--- config.mk ---
export PLATFORM = sky130hd
export DESIGN_NAME = pu_riscv_bp_resolve_flat
export DESIGN_NICKNAME = d
export VERILOG_FILES = /design/src/rtl/pu_riscv_bp_resolve_if.sv /design/src/rtl/pu_riscv_bp_resolve.sv /design/src/flat_wrapper.sv
export SDC_FILE = /design/constraint.sdc
export NUM_CORES = 1
export LEC_CHECK = 0
export CAP_MARGIN = 20
export CORE_MARGIN = 2
export CORE_UTILIZATION = 47
export CTS_CLUSTER_DIAMETER = 60
export DETAILED_ROUTE_END_ITERATION = 12
export GPL_TIMING_DRIVEN = 0
export PLACE_DENSITY = 0.91
export SYNTH_ARGS = -nofsm -noshare
export SYNTH_HDL_FRONTEND = slang
export SYNTH_SLANG_ARGS = --single-unit
--- constraint.sdc ---
create_clock -name clk_i -period 7.85 [get_ports clk_i]
set_input_delay 0.785 -clock clk_i [delete_from_list [all_inputs] [get_ports clk_i]]
set_output_delay 0.785 -clock clk_i [all_outputs]
set_load 0.05 [all_outputs]
--- src/rtl/pu_riscv_bp_resolve_if.sv ---
// pu_riscv_bp_resolve_if: decode/execute/predictor-update signals of the branch resolution unit
interface pu_riscv_bp_resolve_if #(
  parameter int XLEN           = 64,
  parameter int BP_GLOBAL_BITS = 2,
  parameter int DEPTH          = 4
);
  localparam int CW = $clog2(DEPTH) + 1;
  logic                      id_push_i;
  logic [1:0]                id_predict_i;
  logic                      id_stall_o;
  logic                      ex_resolve_i;
  logic [XLEN-1:0]           ex_pc_i;
  logic                      ex_btaken_i;
  logic                      ex_flush_i;
  logic [BP_GLOBAL_BITS-1:0] spec_history_o;
  logic                      bu_bp_update_o;
  logic [XLEN-1:0]           bu_bp_pc_o;
  logic [BP_GLOBAL_BITS-1:0] bu_bp_history_o;
  logic [1:0]                bu_bp_predict_o;
  logic                      bu_bp_btaken_o;
  logic                      mispredict_o;
  logic [CW-1:0]             count_o;
  logic                      error_o;
  modport master (
    output id_push_i, id_predict_i, ex_resolve_i, ex_pc_i, ex_btaken_i, ex_flush_i,
    input  id_stall_o, spec_history_o, bu_bp_update_o, bu_bp_pc_o, bu_bp_history_o,
           bu_bp_predict_o, bu_bp_btaken_o, mispredict_o, count_o, error_o
  );
  modport slave (
    input  id_push_i, id_predict_i, ex_resolve_i, ex_pc_i, ex_btaken_i, ex_flush_i,
    output id_stall_o, spec_history_o, bu_bp_update_o, bu_bp_pc_o, bu_bp_history_o,
           bu_bp_predict_o, bu_bp_btaken_o, mispredict_o, count_o, error_o
  );
endinterface

--- src/rtl/pu_riscv_bp_resolve.sv ---
// pu_riscv_bp_resolve: tracks predicted branches decode->execute, keeps global histories, emits predictor updates
module pu_riscv_bp_resolve #(
  parameter int XLEN           = 64,
  parameter int BP_GLOBAL_BITS = 2,
  parameter int DEPTH          = 4
) (
  input logic                clk_i,
  input logic                rst_i,
  pu_riscv_bp_resolve_if.slave bp
);
  localparam int G  = BP_GLOBAL_BITS;
  localparam int PW = $clog2(DEPTH);
  localparam int CW = PW + 1;
  localparam int EW = G + 2;
  logic [DEPTH-1:0][EW-1:0] mem_q, mem_d;
  logic [PW-1:0]            rd_ptr_q, rd_ptr_d, wr_ptr_q, wr_ptr_d;
  logic [CW-1:0]            count_q, count_d;
  logic [G-1:0]             spec_q, spec_d, commit_q, commit_d;
  logic                     update_q, update_d, mis_q, mis_d, btaken_q, btaken_d, error_q, error_d;
  logic [XLEN-1:0]          pc_q, pc_d;
  logic [G-1:0]             hist_q, hist_d;
  logic [1:0]               pred_q, pred_d;
  logic [EW-1:0]            head;
  logic                     full, resolve_ok, mis, clear, push_ok;
  always_comb begin
    head       = mem_q[rd_ptr_q];
    full       = count_q == CW'(DEPTH);
    resolve_ok = bp.ex_resolve_i && count_q != '0;
    mis        = resolve_ok && (bp.ex_btaken_i != head[G+1]);
    clear      = mis || bp.ex_flush_i;
    // a correct resolve frees the head slot, so a push is still accepted when full
    push_ok    = bp.id_push_i && !clear && (!full || resolve_ok);
    commit_d   = resolve_ok ? ((commit_q << 1) | G'(bp.ex_btaken_i)) : commit_q;
    spec_d     = clear ? commit_d : push_ok ? ((spec_q << 1) | G'(bp.id_predict_i[1])) : spec_q;
    mem_d      = mem_q;
    if (push_ok) mem_d[wr_ptr_q] = {bp.id_predict_i, spec_q};
    rd_ptr_d   = clear ? '0 : rd_ptr_q + PW'(resolve_ok);
    wr_ptr_d   = clear ? '0 : wr_ptr_q + PW'(push_ok);
    count_d    = clear ? '0 : count_q + CW'(push_ok) - CW'(resolve_ok);
    error_d    = error_q || (bp.ex_resolve_i && count_q == '0)
               || (bp.id_push_i && full && !resolve_ok && !bp.ex_flush_i);
    update_d   = resolve_ok;
    mis_d      = mis;
    pc_d       = resolve_ok ? bp.ex_pc_i : pc_q;
    hist_d     = resolve_ok ? head[G-1:0] : hist_q;
    pred_d     = resolve_ok ? head[G+:2] : pred_q;
    btaken_d   = resolve_ok ? bp.ex_btaken_i : btaken_q;
  end
  always_ff @(posedge clk_i) begin
    if (rst_i) begin
      mem_q    <= '0;
      rd_ptr_q <= '0;
      wr_ptr_q <= '0;
      count_q  <= '0;
      spec_q   <= '0;
      commit_q <= '0;
      update_q <= 1'b0;
      mis_q    <= 1'b0;
      btaken_q <= 1'b0;
      error_q  <= 1'b0;
      pc_q     <= '0;
      hist_q   <= '0;
      pred_q   <= '0;
    end else begin
      mem_q    <= mem_d;
      rd_ptr_q <= rd_ptr_d;
      wr_ptr_q <= wr_ptr_d;
      count_q  <= count_d;
      spec_q   <= spec_d;
      commit_q <= commit_d;
      update_q <= update_d;
      mis_q    <= mis_d;
      btaken_q <= btaken_d;
      error_q  <= error_d;
      pc_q     <= pc_d;
      hist_q   <= hist_d;
      pred_q   <= pred_d;
    end
  end
  assign bp.id_stall_o      = count_q == CW'(DEPTH);
  assign bp.spec_history_o  = spec_q;
  assign bp.bu_bp_update_o  = update_q;
  assign bp.bu_bp_pc_o      = pc_q;
  assign bp.bu_bp_history_o = hist_q;
  assign bp.bu_bp_predict_o = pred_q;
  assign bp.bu_bp_btaken_o  = btaken_q;
  assign bp.mispredict_o    = mis_q;
  assign bp.count_o         = count_q;
  assign bp.error_o         = error_q;
endmodule

--- src/flat_wrapper.sv ---
// flat-port wrapper written by rule: the top's interface ports become plain ports
module pu_riscv_bp_resolve_flat 
#(
  parameter int XLEN           = 64,
  parameter int BP_GLOBAL_BITS = 2,
  parameter int DEPTH          = 4
)
  (clk_i, rst_i, bp_id_push_i, bp_id_predict_i, bp_ex_resolve_i, bp_ex_pc_i, bp_ex_btaken_i, bp_ex_flush_i, bp_id_stall_o, bp_spec_history_o, bp_bu_bp_update_o, bp_bu_bp_pc_o, bp_bu_bp_history_o, bp_bu_bp_predict_o, bp_bu_bp_btaken_o, bp_mispredict_o, bp_count_o, bp_error_o);
  pu_riscv_bp_resolve_if #(.XLEN(XLEN), .BP_GLOBAL_BITS(BP_GLOBAL_BITS), .DEPTH(DEPTH)) bp_i ();
  input logic clk_i;
  input logic rst_i;
  input wire logic [$bits(bp_i.id_push_i)-1:0] bp_id_push_i;
  input wire logic [$bits(bp_i.id_predict_i)-1:0] bp_id_predict_i;
  input wire logic [$bits(bp_i.ex_resolve_i)-1:0] bp_ex_resolve_i;
  input wire logic [$bits(bp_i.ex_pc_i)-1:0] bp_ex_pc_i;
  input wire logic [$bits(bp_i.ex_btaken_i)-1:0] bp_ex_btaken_i;
  input wire logic [$bits(bp_i.ex_flush_i)-1:0] bp_ex_flush_i;
  output wire logic [$bits(bp_i.id_stall_o)-1:0] bp_id_stall_o;
  output wire logic [$bits(bp_i.spec_history_o)-1:0] bp_spec_history_o;
  output wire logic [$bits(bp_i.bu_bp_update_o)-1:0] bp_bu_bp_update_o;
  output wire logic [$bits(bp_i.bu_bp_pc_o)-1:0] bp_bu_bp_pc_o;
  output wire logic [$bits(bp_i.bu_bp_history_o)-1:0] bp_bu_bp_history_o;
  output wire logic [$bits(bp_i.bu_bp_predict_o)-1:0] bp_bu_bp_predict_o;
  output wire logic [$bits(bp_i.bu_bp_btaken_o)-1:0] bp_bu_bp_btaken_o;
  output wire logic [$bits(bp_i.mispredict_o)-1:0] bp_mispredict_o;
  output wire logic [$bits(bp_i.count_o)-1:0] bp_count_o;
  output wire logic [$bits(bp_i.error_o)-1:0] bp_error_o;
  assign bp_i.id_push_i = bp_id_push_i;
  assign bp_i.id_predict_i = bp_id_predict_i;
  assign bp_i.ex_resolve_i = bp_ex_resolve_i;
  assign bp_i.ex_pc_i = bp_ex_pc_i;
  assign bp_i.ex_btaken_i = bp_ex_btaken_i;
  assign bp_i.ex_flush_i = bp_ex_flush_i;
  assign bp_id_stall_o = bp_i.id_stall_o;
  assign bp_spec_history_o = bp_i.spec_history_o;
  assign bp_bu_bp_update_o = bp_i.bu_bp_update_o;
  assign bp_bu_bp_pc_o = bp_i.bu_bp_pc_o;
  assign bp_bu_bp_history_o = bp_i.bu_bp_history_o;
  assign bp_bu_bp_predict_o = bp_i.bu_bp_predict_o;
  assign bp_bu_bp_btaken_o = bp_i.bu_bp_btaken_o;
  assign bp_mispredict_o = bp_i.mispredict_o;
  assign bp_count_o = bp_i.count_o;
  assign bp_error_o = bp_i.error_o;
  pu_riscv_bp_resolve #(.XLEN(XLEN), .BP_GLOBAL_BITS(BP_GLOBAL_BITS), .DEPTH(DEPTH)) u_core (.clk_i(clk_i), .rst_i(rst_i), .bp(bp_i));
endmodule
After elaboration in Yosys (flattened, before gate mapping) --
Cells that the tools add are included.
Word-level totals: output and inout bits 78, memory bits (writable) 0, input bits 72, bits in latches 0, register bits after elaboration 99, ROM bits 0, memories kept 0
Operators by class: $lt $le $gt $ge 3, shift-type cells 0, reduce and logical (&&, ||, !) cells 21, $mul 0, div/mod/pow operators 0, bitwise operators 2, $add $sub $neg 4, multiplexer cells 8, equal/unequal tests 2
Operator list (count):
- 16-bit bitwise mux | 1
- 1-bit logical AND | 9
- 4-bit binary-select mux with 2-bit select | 1
- 4-bit demux with 2-bit select | 1
- 4-bit 2-to-1 mux | 2
- 2-bit by 3-bit < comparator with 1-bit output, second input constant | 2
- 2-bit 2-to-1 mux | 3
- 2-bit by 1-bit adder with 2-bit output | 2
- 1-bit logical NOT | 4
- 1-bit logical OR | 4
- 2-bit by 1-bit OR with 2-bit output | 2
- 3-bit by 1-bit adder with 3-bit output | 1
- 3-bit == test, second input constant | 1
- 3-bit logical NOT | 1
- 3-bit nonzero test | 1
- 3-bit by 1-bit subtractor with 3-bit output | 1
- 2-bit by 1-bit >= comparator with 1-bit output, second input constant | 1
- 2-bit nonzero test | 1
- 2-bit OR reduction | 1
- 1-bit inequality test | 1

Depth between registers and ports, before layout --
Gate-level depths: netlist (run 1).
depth after elaboration 10, gate-level depth with buffers 11, depth with buffers taken out 9

Worst setup path after synthesis (run 1) --
No wires, ideal clock.
kind flip-flop to flip-flop, from reg u_core.count_q[1] (netlist: u_core.bp.count_o[1]), to reg u_core.count_q[2] (netlist: u_core.bp.count_o[2]), cell stages (with the launch flop) 11, clock period less this slack 2890 ps, slack 4960 ps, setup time 116 ps, arrival 2774 ps, path buffers 2, cell sequence dfxtp_1 o31ai_4 inv_1 clkbuf_1 clkbuf_1 a21boi_0 ha_1 fa_1 xnor2_1 xnor2_1 nor2_1
On the way: word-level cells in the longest chain between the ends 9
Ends and longest elaborated chain:
- from (decl) | RTL line pu_riscv_bp_resolve.sv:17 | logic [CW-1:0] count_q, count_d;
- from (signal assigned) | RTL line pu_riscv_bp_resolve.sv:68 | count_q <= count_d;
- 3-bit nonzero test (*) | RTL line pu_riscv_bp_resolve.sv:28 | resolve_ok = bp.ex_resolve_i && count_q != '0;
- 1-bit logical AND (*) | RTL line pu_riscv_bp_resolve.sv:28
- named net u_core.resolve_ok | RTL line pu_riscv_bp_resolve.sv:24 | logic full, resolve_ok, mis, clear, push_ok;
- 1-bit logical AND | RTL line pu_riscv_bp_resolve.sv:29 | mis = resolve_ok && (bp.ex_btaken_i != head[G+1]);
- 1-bit logical OR | RTL line pu_riscv_bp_resolve.sv:30 | clear = mis || bp.ex_flush_i;
- 1-bit logical NOT | RTL line pu_riscv_bp_resolve.sv:32 | push_ok = bp.id_push_i && !clear && (!full || resolve_ok);
- 1-bit logical AND (2 in series) | RTL line pu_riscv_bp_resolve.sv:32
- 3-bit by 1-bit adder with 3-bit output | RTL line pu_riscv_bp_resolve.sv:39 | count_d = clear ? '0 : count_q + CW'(push_ok) - CW'(resolve_ok);
- 3-bit by 1-bit subtractor with 3-bit output | RTL line pu_riscv_bp_resolve.sv:39
The timed path passes the listed nets; every way through them passes the cells marked *. A chain may end at the register's enable or synchronous reset.

Worst setup path after layout (run 1) --
from in bp_ex_resolve_i, to reg u_core.count_q[2] (netlist: u_core.bp.count_o[2])
On the way: word-level cells in the longest chain between the ends 8
Ends and longest elaborated chain:
- from (decl) | RTL line flat_wrapper.sv:14 | input wire logic [$bits(bp_i.ex_resolve_i)-1:0] bp_ex_resolve_i;
- 1-bit logical AND (*) | RTL line pu_riscv_bp_resolve.sv:28
- named net u_core.resolve_ok | RTL line pu_riscv_bp_resolve.sv:24
- 1-bit logical AND | RTL line pu_riscv_bp_resolve.sv:29
- 1-bit logical OR | RTL line pu_riscv_bp_resolve.sv:30
- 1-bit logical NOT | RTL line pu_riscv_bp_resolve.sv:32
- 1-bit logical AND (2 in series) | RTL line pu_riscv_bp_resolve.sv:32
- 3-bit by 1-bit adder with 3-bit output | RTL line pu_riscv_bp_resolve.sv:39
- 3-bit by 1-bit subtractor with 3-bit output | RTL line pu_riscv_bp_resolve.sv:39
Marked as above.

==> flow_metrics.py, run 1 <==
metrics = {
    "outcome": {
        "result_of_the_run": "finished clean",
    },
    "placement": {
        "placedInstanceArea_um2": 5391,
        "io_buffer_count": 148,
        "detailedPlacementHpwl_um": 7804,
        "place.gp.congestion": 0.8314,
    },
    "cells_and_area": {
        "fillerInstances": 588,
        "drive_gt1_frac": 0.05853,
        "multi_input_comb_area_um2": 1660,
        "seq_area_um2": 1982,
        "design_area_um2": 5624,
        "final_net_count": 670,
        "areaGrowthSynthToFinish_pct": 48.69,
        "antenna_diode_instance_count": 0,
    },
    "detailed_routing": {
        "drc_errors": 0,
        "route.detailed.wl_per_inst_um": 14.66,
        "detail_route.iter0.violations": 113,
        "antenna_violating_nets_post_route": 0,
        "num_vias": 3515,
        "via_per_inst": 5.021,
        "postRouteWirelength_um": 10260,
        "dr.pass1.iters": 5,
    },
    "timing": {
        "setup_viols_final": 0,
        "worst_slew_pin_slew_ps": 585.7,
        "timing.final.crit_share": 0.4686,
        "timing_hold_violations_final": 0,
        "grt_setup_unrepaired": "no",
        "timing_max_transition_violations_final": 0,
        "fin_worst_skew_ps": 8.722,
        "maxSlewHeadroom": 0.6095,
        "final.min_clock_period_ps": 3679,
        "tns_ps": 0,
        "fmax_ghz": 0.2718,
    },
    "min_path": {
        "hold_class": "register to register",
    },
    "critical_path": {
        "r2r_slack_ps": 4670,
        "startpoint_type": "input port",
        "critPathCapture": "u_core.bp.count_o[2]$_SDFF_PP0_",
        "crit_path_end_kind": "register",
        "worstPathRequired_ps": 8120,
        "critical_path_launch_point": "bp_ex_resolve_i",
        "worst-endpoint-arrival_ps": 3950,
        "critical_path.max_fanout": 11,
        "r2r_end": "u_core.bp.count_o[2]$_SDFF_PP0_",
        "path_depth_of_the_worst_reg2reg_path": 10,
        "worstSetupPathType": "input port to register",
        "source_of_the_worst_register_to_register_timing_path": "u_core.bp.count_o[2]$_SDFF_PP0_",
    },
    "synthesis": {
        "postSynthNetCount": 511,
        "yosysTopAreaCellShare": 0.5240,
        "synth_most_common_cell": "sky130_fd_sc_hd__nand2_1",
        "synth.distinct_cells": 33,
        "synth.ff_latch_count": 99,
        "asr_flop_ratio_synth": 0,
        "post_synth_most_frequent_cells": "sky130_fd_sc_hd__nand2_1 (161), sky130_fd_sc_hd__dfxtp_1 (99), sky130_fd_sc_hd__a21oi_1 (74)",
        "syn-instance-count": 434,
        "post_synth_top_flop": "sky130_fd_sc_hd__dfxtp_1",
        "synth_edf_count": 0,
        "syn_area_um2": 3782,
        "synth_sequential_area_ratio": 0.5240,
        "postSynthAreaPerCell_um2": 8.715,
        "yosysWarnings": 0,
        "netlist_top_cells_area": "sky130_fd_sc_hd__dfxtp_1 (52%), sky130_fd_sc_hd__nand2_1 (16%), sky130_fd_sc_hd__a21oi_1 (9.8%)",
        "synth_area_leader_cell": "sky130_fd_sc_hd__dfxtp_1",
    },
    "die": {
        "core_um2": 7767,
        "initial_core_utilization": 0.4870,
        "die_height_um": 93.71,
        "floorplan.die.width_um": 93.71,
        "rows": 32,
        "ioPinCount": 150,
        "fp.dieArea_um2": 8782,
    },
    "clocking": {
        "clock_latency_on_the_worst_skew_pair_ps": 360,
        "cts_root_cell": "sky130_fd_sc_hd__clkbuf_8",
        "postCtsHoldBufs": 0,
        "cts.htree.levels": 3,
        "cts_buffers": 9,
        "clock_sink_count": 99,
        "clkSlewWorstSetupHoldPaths_ps": 100,
        "ctsLongestPathBuffers": 2,
        "post_cts.resized_instances": 0,
        "postCtsSetupRepairBufs": 0,
        "cts_tree": "yes",
    },
    "power": {
        "switching_part_of_the_total_power": 0.3075,
        "irDropWorstVdd_mv": 0.1258,
        "power.combinational.fraction": 0.227,
        "power_leakage_nw": 2.011,
        "internal_power_mw": 0.8225,
        "clock_power_share": 0.315,
        "seq_power_share": 0.458,
        "cell_area_power_density_nw_per_um2": 211.2,
        "switchingPower_mw": 0.3652,
    },
    "global_route": {
        "global_route.usage.met3": 0.04735,
        "grt_busiest_layer": "met2",
        "grt_util_all_layers": 0.2337,
        "grt_start_max_net_pins": 18,
        "grt_pass1_wl_um": 16240,
        "grt-ovfl-total": 0,
        "grt_use_met2": 0.4167,
        "grt_use_met1": 0.2806,
        "number_of_global_route_vias_before_repair": 3448,
        "antenna_found_initial": 0,
    },
    "flow_run": {
        "cap_viol_max_count": 0,
    },
}
[placed cells by master, fill, tap and decap left out, drive strengths merged, types with 4 or more instances in the layout]
cell type / netlist / final
nor2: 6 / 6
xnor2: 5 / 5
a21oi: 74 / 74
ha: 4 / 4
mux2i: 16 / 16
dfxtp: 99 / 99
and2: 4 / 4
nand2: 161 / 161
mux4: 4 / 4
clkdlybuf4s50: 0 / 148
inv: 8 / 11
clkbuf: 20 / 30
buf: 7 / 7
[metrics by stage]
stage,hold WS [ps],util,total power [mW],cells,setup slack [ps]
after floorplan,430.2,-,0.7157,434,4960
after global placement,436.8,0.6941,0.8181,684,3878
after detailed placement,446.0,0.6941,0.8258,684,3743
after CTS,460.4,0.7241,1.195,700,4148
after global routing,474.3,0.7241,1.237,700,3901
final,457.4,0.7241,1.188,700,4171
[routing by layer]
metal,wire length (µm),vias to the layer above
met5,0,-
met4,155,0
met1,4172,1622
li1,-,1742
met3,694,14
met2,5241,137
[cells by family (layout without fill, tap and decap cells)]
group,count (synthesis),in the layout,synth area share
mux,22,22,0.07509
compound gates,86,86,0.1350
fa+ha+maj,5,5,0.01853
buf+inv,35,199,0.03705
xor+xnor,6,6,0.02084
flops,99,99,0.5240
simple gates,181,181,0.1895
[registers in the layout (all words and copies together), names as in the netlist]
register                   count
u_core.bp.error_o              1
u_core.bp.spec_history_o       2
u_core.bp.mispredict_o         1
u_core.bp.bu_bp_update_o       1
u_core.bp.bu_bp_history_o      2
u_core.wr_ptr_q                2
u_core.bp.count_o              3
u_core.bp.bu_bp_btaken_o       1
u_core.mem_q                  16
u_core.bp.bu_bp_pc_o          64
u_core.commit_q                2
u_core.rd_ptr_q                2
u_core.bp.bu_bp_predict_o      2
[critical path, stage by stage]
cell and delay [ps]:
sky130_fd_sc_hd__clkdlybuf4s50_1 580, sky130_fd_sc_hd__o31ai_4 160, sky130_fd_sc_hd__inv_1 110, sky130_fd_sc_hd__clkbuf_1 470, sky130_fd_sc_hd__clkbuf_1 510, sky130_fd_sc_hd__a21boi_0 260, sky130_fd_sc_hd__ha_1 290, sky130_fd_sc_hd__fa_1 380
sky130_fd_sc_hd__xnor2_1 200, sky130_fd_sc_hd__xnor2_1 140, sky130_fd_sc_hd__nor2_1 50
[worst min path at each step]
| stage | from | end | slack, ps | depth (start not counted) |
|---|---|---|---|---|
| 4_1_cts | u_core.bp.bu_bp_pc_o[23]$_SDFFE_PP0P_ | u_core.bp.bu_bp_pc_o[23]$_SDFFE_PP0P_ | 460 | 2 |
| 2_1_floorplan | u_core.mem_q[12]$_SDFFE_PP0P_ | u_core.mem_q[12]$_SDFFE_PP0P_ | 430 | 2 |
| 6_report | u_core.bp.bu_bp_pc_o[23]$_SDFFE_PP0P_ | u_core.bp.bu_bp_pc_o[23]$_SDFFE_PP0P_ | 460 | 2 |
| 3_5_place_dp | u_core.bp.bu_bp_pc_o[23]$_SDFFE_PP0P_ | u_core.bp.bu_bp_pc_o[23]$_SDFFE_PP0P_ | 450 | 2 |
| 3_3_place_gp | u_core.mem_q[12]$_SDFFE_PP0P_ | u_core.mem_q[12]$_SDFFE_PP0P_ | 440 | 2 |
| 5_1_grt | u_core.bp.bu_bp_pc_o[50]$_SDFFE_PP0P_ | u_core.bp.bu_bp_pc_o[50]$_SDFFE_PP0P_ | 470 | 2 |
[power groups by stage]
stage / sequential [mW] / combinational [mW] / clock (mW)
2_1_floorplan: 0.636 / 0.0797 / 0
3_3_place_gp: 0.553 / 0.265 / 0
3_5_place_dp: 0.555 / 0.271 / 0
4_1_cts: 0.544 / 0.272 / 0.379
5_1_grt: 0.547 / 0.289 / 0.401
6_report: 0.544 / 0.270 / 0.374
[cell type report]
| type | instances | area share |
|---|---|---|
| Buffer | 27 | 0.01958 |
| Clock buffer | 10 | 0.02447 |
| Clock inverter | 6 | 0.01691 |
| Inverter | 8 | 0.005339 |
| Multi-Input combinational cell | 300 | 0.2952 |
| Sequential cell | 99 | 0.3524 |
| Tap cell | 102 | 0.02269 |
| Timing Repair Buffer | 148 | 0.2634 |
Note: power is estimated with default switching activity, not from simulation.
==> run 2: changes to the inputs <==
--- a/config.mk
+++ b/config.mk
@@ -7,11 +7,11 @@
 export LEC_CHECK = 0
 export CAP_MARGIN = 20
 export CORE_MARGIN = 2
-export CORE_UTILIZATION = 47
+export CORE_UTILIZATION = 39
 export CTS_CLUSTER_DIAMETER = 60
 export DETAILED_ROUTE_END_ITERATION = 12
 export GPL_TIMING_DRIVEN = 0
-export PLACE_DENSITY = 0.91
+export PLACE_DENSITY = 0.81
 export SYNTH_ARGS = -nofsm -noshare
 export SYNTH_HDL_FRONTEND = slang
 export SYNTH_SLANG_ARGS = --single-unit
==> constraint.sdc (replaced) <==
create_clock -name clk_i -period 3.2 [get_ports clk_i]
set_input_delay 0.32 -clock clk_i [delete_from_list [all_inputs] [get_ports clk_i]]
set_output_delay 0.32 -clock clk_i [all_outputs]
set_load 0.05 [all_outputs]
==> flow_metrics.py, run 2 (synthesized netlist as in run 1, its figures left out) <==
metrics = {
    "placement": {
        "post-place-cells": 711,
        "detailedPlacementHpwl_um": 7600,
        "io_buffer_count": 148,
        "place.gp.congestion": 0.7745,
        "placedInstanceArea_um2": 5425,
    },
    "power": {
        "power_leakage_nw": 1.986,
        "switching_part_of_the_total_power": 0.3241,
        "power.combinational.fraction": 0.241,
        "irDropWorstVdd_mv": 0.2064,
        "internal_power_mw": 1.857,
        "clock_power_share": 0.274,
        "totalPowerFinal_mw": 2.748,
        "cell_area_power_density_nw_per_um2": 488.9,
        "switchingPower_mw": 0.8904,
        "seq_power_share": 0.485,
    },
    "timing": {
        "whs_ps": 365.8,
        "final.min_clock_period_ps": 2899,
        "grt_setup_unrepaired": "no",
        "timing.final.crit_share": 0.9059,
        "fmax_ghz": 0.3450,
        "timing_hold_violations_final": 0,
        "setup_viols_final": 0,
        "worst_slew_pin_slew_ps": 580.1,
        "maxSlewHeadroom": 0.6132,
        "fin_worst_skew_ps": 13.09,
        "timing_max_transition_violations_final": 0,
    },
    "clocking": {
        "clock_sink_count": 99,
        "clkSlewWorstSetupHoldPaths_ps": 90,
        "ctsLongestPathBuffers": 2,
        "cts.htree.levels": 3,
        "cts_tree": "yes",
        "postCtsHoldBufs": 0,
        "clock_latency_on_the_worst_skew_pair_ps": 350,
        "cts_buffers": 9,
        "cts_root_cell": "sky130_fd_sc_hd__clkbuf_8",
    },
    "cells_and_area": {
        "final-instance-count-excl-fill": 728,
        "areaGrowthSynthToFinish_pct": 48.59,
        "finalCoreUtilization": 0.6025,
        "max_reg_flops": 64,
        "antenna_diode_instance_count": 0,
        "mostFrequentLayoutCell": "sky130_fd_sc_hd__nand2_1",
        "drive_gt1_frac": 0.06177,
        "design_area_um2": 5620,
        "final_net_count": 671,
        "mostFrequentLayoutCells": "sky130_fd_sc_hd__nand2_1 (161), sky130_fd_sc_hd__clkdlybuf4s50_1 (148), sky130_fd_sc_hd__dfxtp_1 (99), sky130_fd_sc_hd__a21oi_1 (74), sky130_fd_sc_hd__clkbuf_1 (19)",
    },
    "critical_path": {
        "worstPathRequired_ps": 3450,
        "crit_path_end_kind": "register",
        "critical_path.max_fanout": 11,
        "worstSetupPathType": "input port to register",
        "worst-endpoint-arrival_ps": 3150,
        "startpoint_type": "input port",
    },
    "detailed_routing": {
        "antenna_violating_nets_post_route": 0,
        "drc_errors": 0,
        "dr.pass1.iters": 4,
        "route.detailed.wl_per_inst_um": 13.95,
        "postRouteWirelength_um": 10160,
        "detail_route.iter0.violations": 86,
        "via_per_inst": 4.721,
        "num_vias": 3437,
    },
    "outcome": {
        "result_of_the_run": "finished clean",
    },
    "die": {
        "rows": 35,
        "die_height_um": 102.5,
        "ioPinCount": 150,
        "initial_core_utilization": 0.4055,
        "core_um2": 9328,
        "floorplan.die.width_um": 102.5,
        "fp.dieArea_um2": 10500,
    },
    "global_route": {
        "antenna_found_initial": 0,
        "grt-ovfl-total": 0,
        "grt_util_all_layers": 0.1879,
        "grt_start_max_net_pins": 18,
        "number_of_global_route_vias_before_repair": 3329,
        "grt_pass1_wl_um": 15500,
    },
    "flow_run": {
        "cap_viol_max_count": 0,
    },
    "min_path": {
        "hold_class": "input port to register",
    },
}
## run 2: changes by cell type in the layout (fill, tap and decap cells not counted)
| cell | previous run | this run |
|---|---|---|
| sky130_fd_sc_hd__buf_4 | 0 | 1 |
| sky130_fd_sc_hd__clkbuf_2 | 0 | 1 |
| sky130_fd_sc_hd__clkbuf_1 | 20 | 19 |
| sky130_fd_sc_hd__clkinvlp_4 | 0 | 3 |
| sky130_fd_sc_hd__clkinv_4 | 1 | 2 |
| sky130_fd_sc_hd__inv_6 | 3 | 1 |
| sky130_fd_sc_hd__bufinv_16 | 2 | 0 |
## run 2: cell type report
cell class                      count  area, µm²
Buffer                             27      111.4
Clock buffer                       10      137.6
Clock inverter                      6      48.80
Fill cell                         814       3707
Inverter                            8      30.03
Multi-Input combinational cell    300       1660
Sequential cell                    99       1982
Tap cell                          129      161.4
Timing Repair Buffer              149       1489
## run 2: worst paths after layout
kind	start	depth (start not counted)	endpoint	slack, ps
worst max-delay path	bp_ex_resolve_i	11	u_core.bp.count_o[2]$_SDFF_PP0_	300
worst min-delay path	rst_i	2	u_core.commit_q[0]$_SDFF_PP0_	370
worst max register to register	u_core.bp.count_o[2]$_SDFF_PP0_	10	u_core.bp.count_o[2]$_SDFF_PP0_	320
worst min register to register	u_core.bp.bu_bp_pc_o[45]$_SDFFE_PP0P_	2	u_core.bp.bu_bp_pc_o[45]$_SDFFE_PP0P_	460
## run 2: critical path, cell delays in order
cell and delay (ps):
sky130_fd_sc_hd__clkdlybuf4s50_1 580, sky130_fd_sc_hd__o31ai_4 110, sky130_fd_sc_hd__inv_1 110, sky130_fd_sc_hd__clkbuf_1 470
sky130_fd_sc_hd__clkbuf_2 370, sky130_fd_sc_hd__a21boi_0 180, sky130_fd_sc_hd__ha_1 250, sky130_fd_sc_hd__fa_1 380
sky130_fd_sc_hd__xnor2_1 190, sky130_fd_sc_hd__xnor2_1 130, sky130_fd_sc_hd__nor2_1 50
## run 2: per-layer routing
layer	wire length, µm	vias to the layer above	global-route usage
li1	-	1746	-
met1	4396	1578	0.2309
met2	4980	104	0.3323
met3	685	9	0.03830
met4	91	0	0.05436
met5	0	-	0
## run 2: metrics by stage
| stage | TNS [ps] | worst slack [ps] |
|---|---|---|
| detailed placement | -502.3 | -351.3 |
| global placement | -361.2 | -276.9 |
| floorplan | 0 | 310.0 |
| CTS | 0 | 34.20 |
| finish | 0 | 301.1 |
| global route | 0 | 63.58 |
## run 2: power by group through the flow
stage	combinational (mW)	clock, mW	sequential, mW
final	0.662	0.752	1.33
after floorplan	0.196	0	1.56
after global routing	0.709	0.820	1.34
after detailed placement	0.662	0	1.36
after global placement	0.653	0	1.36
after CTS	0.665	0.770	1.33
## run 2: timing repair
item,in CTS,in global routing
resized for setup,0,2
buffers inserted,0,1
setup endpoints to repair,0,1
==> run 3: changes to the inputs <==
--- a/config.mk
+++ b/config.mk
@@ -9,6 +9,7 @@
 export CORE_MARGIN = 2
 export CORE_UTILIZATION = 39
 export CTS_CLUSTER_DIAMETER = 60
+export CTS_CLUSTER_SIZE = 10
 export DETAILED_ROUTE_END_ITERATION = 12
 export GPL_TIMING_DRIVEN = 0
 export PLACE_DENSITY = 0.81
==> results of run 3 <==
Same layout as run 2: the final DEF is identical, and so are final timing and power.
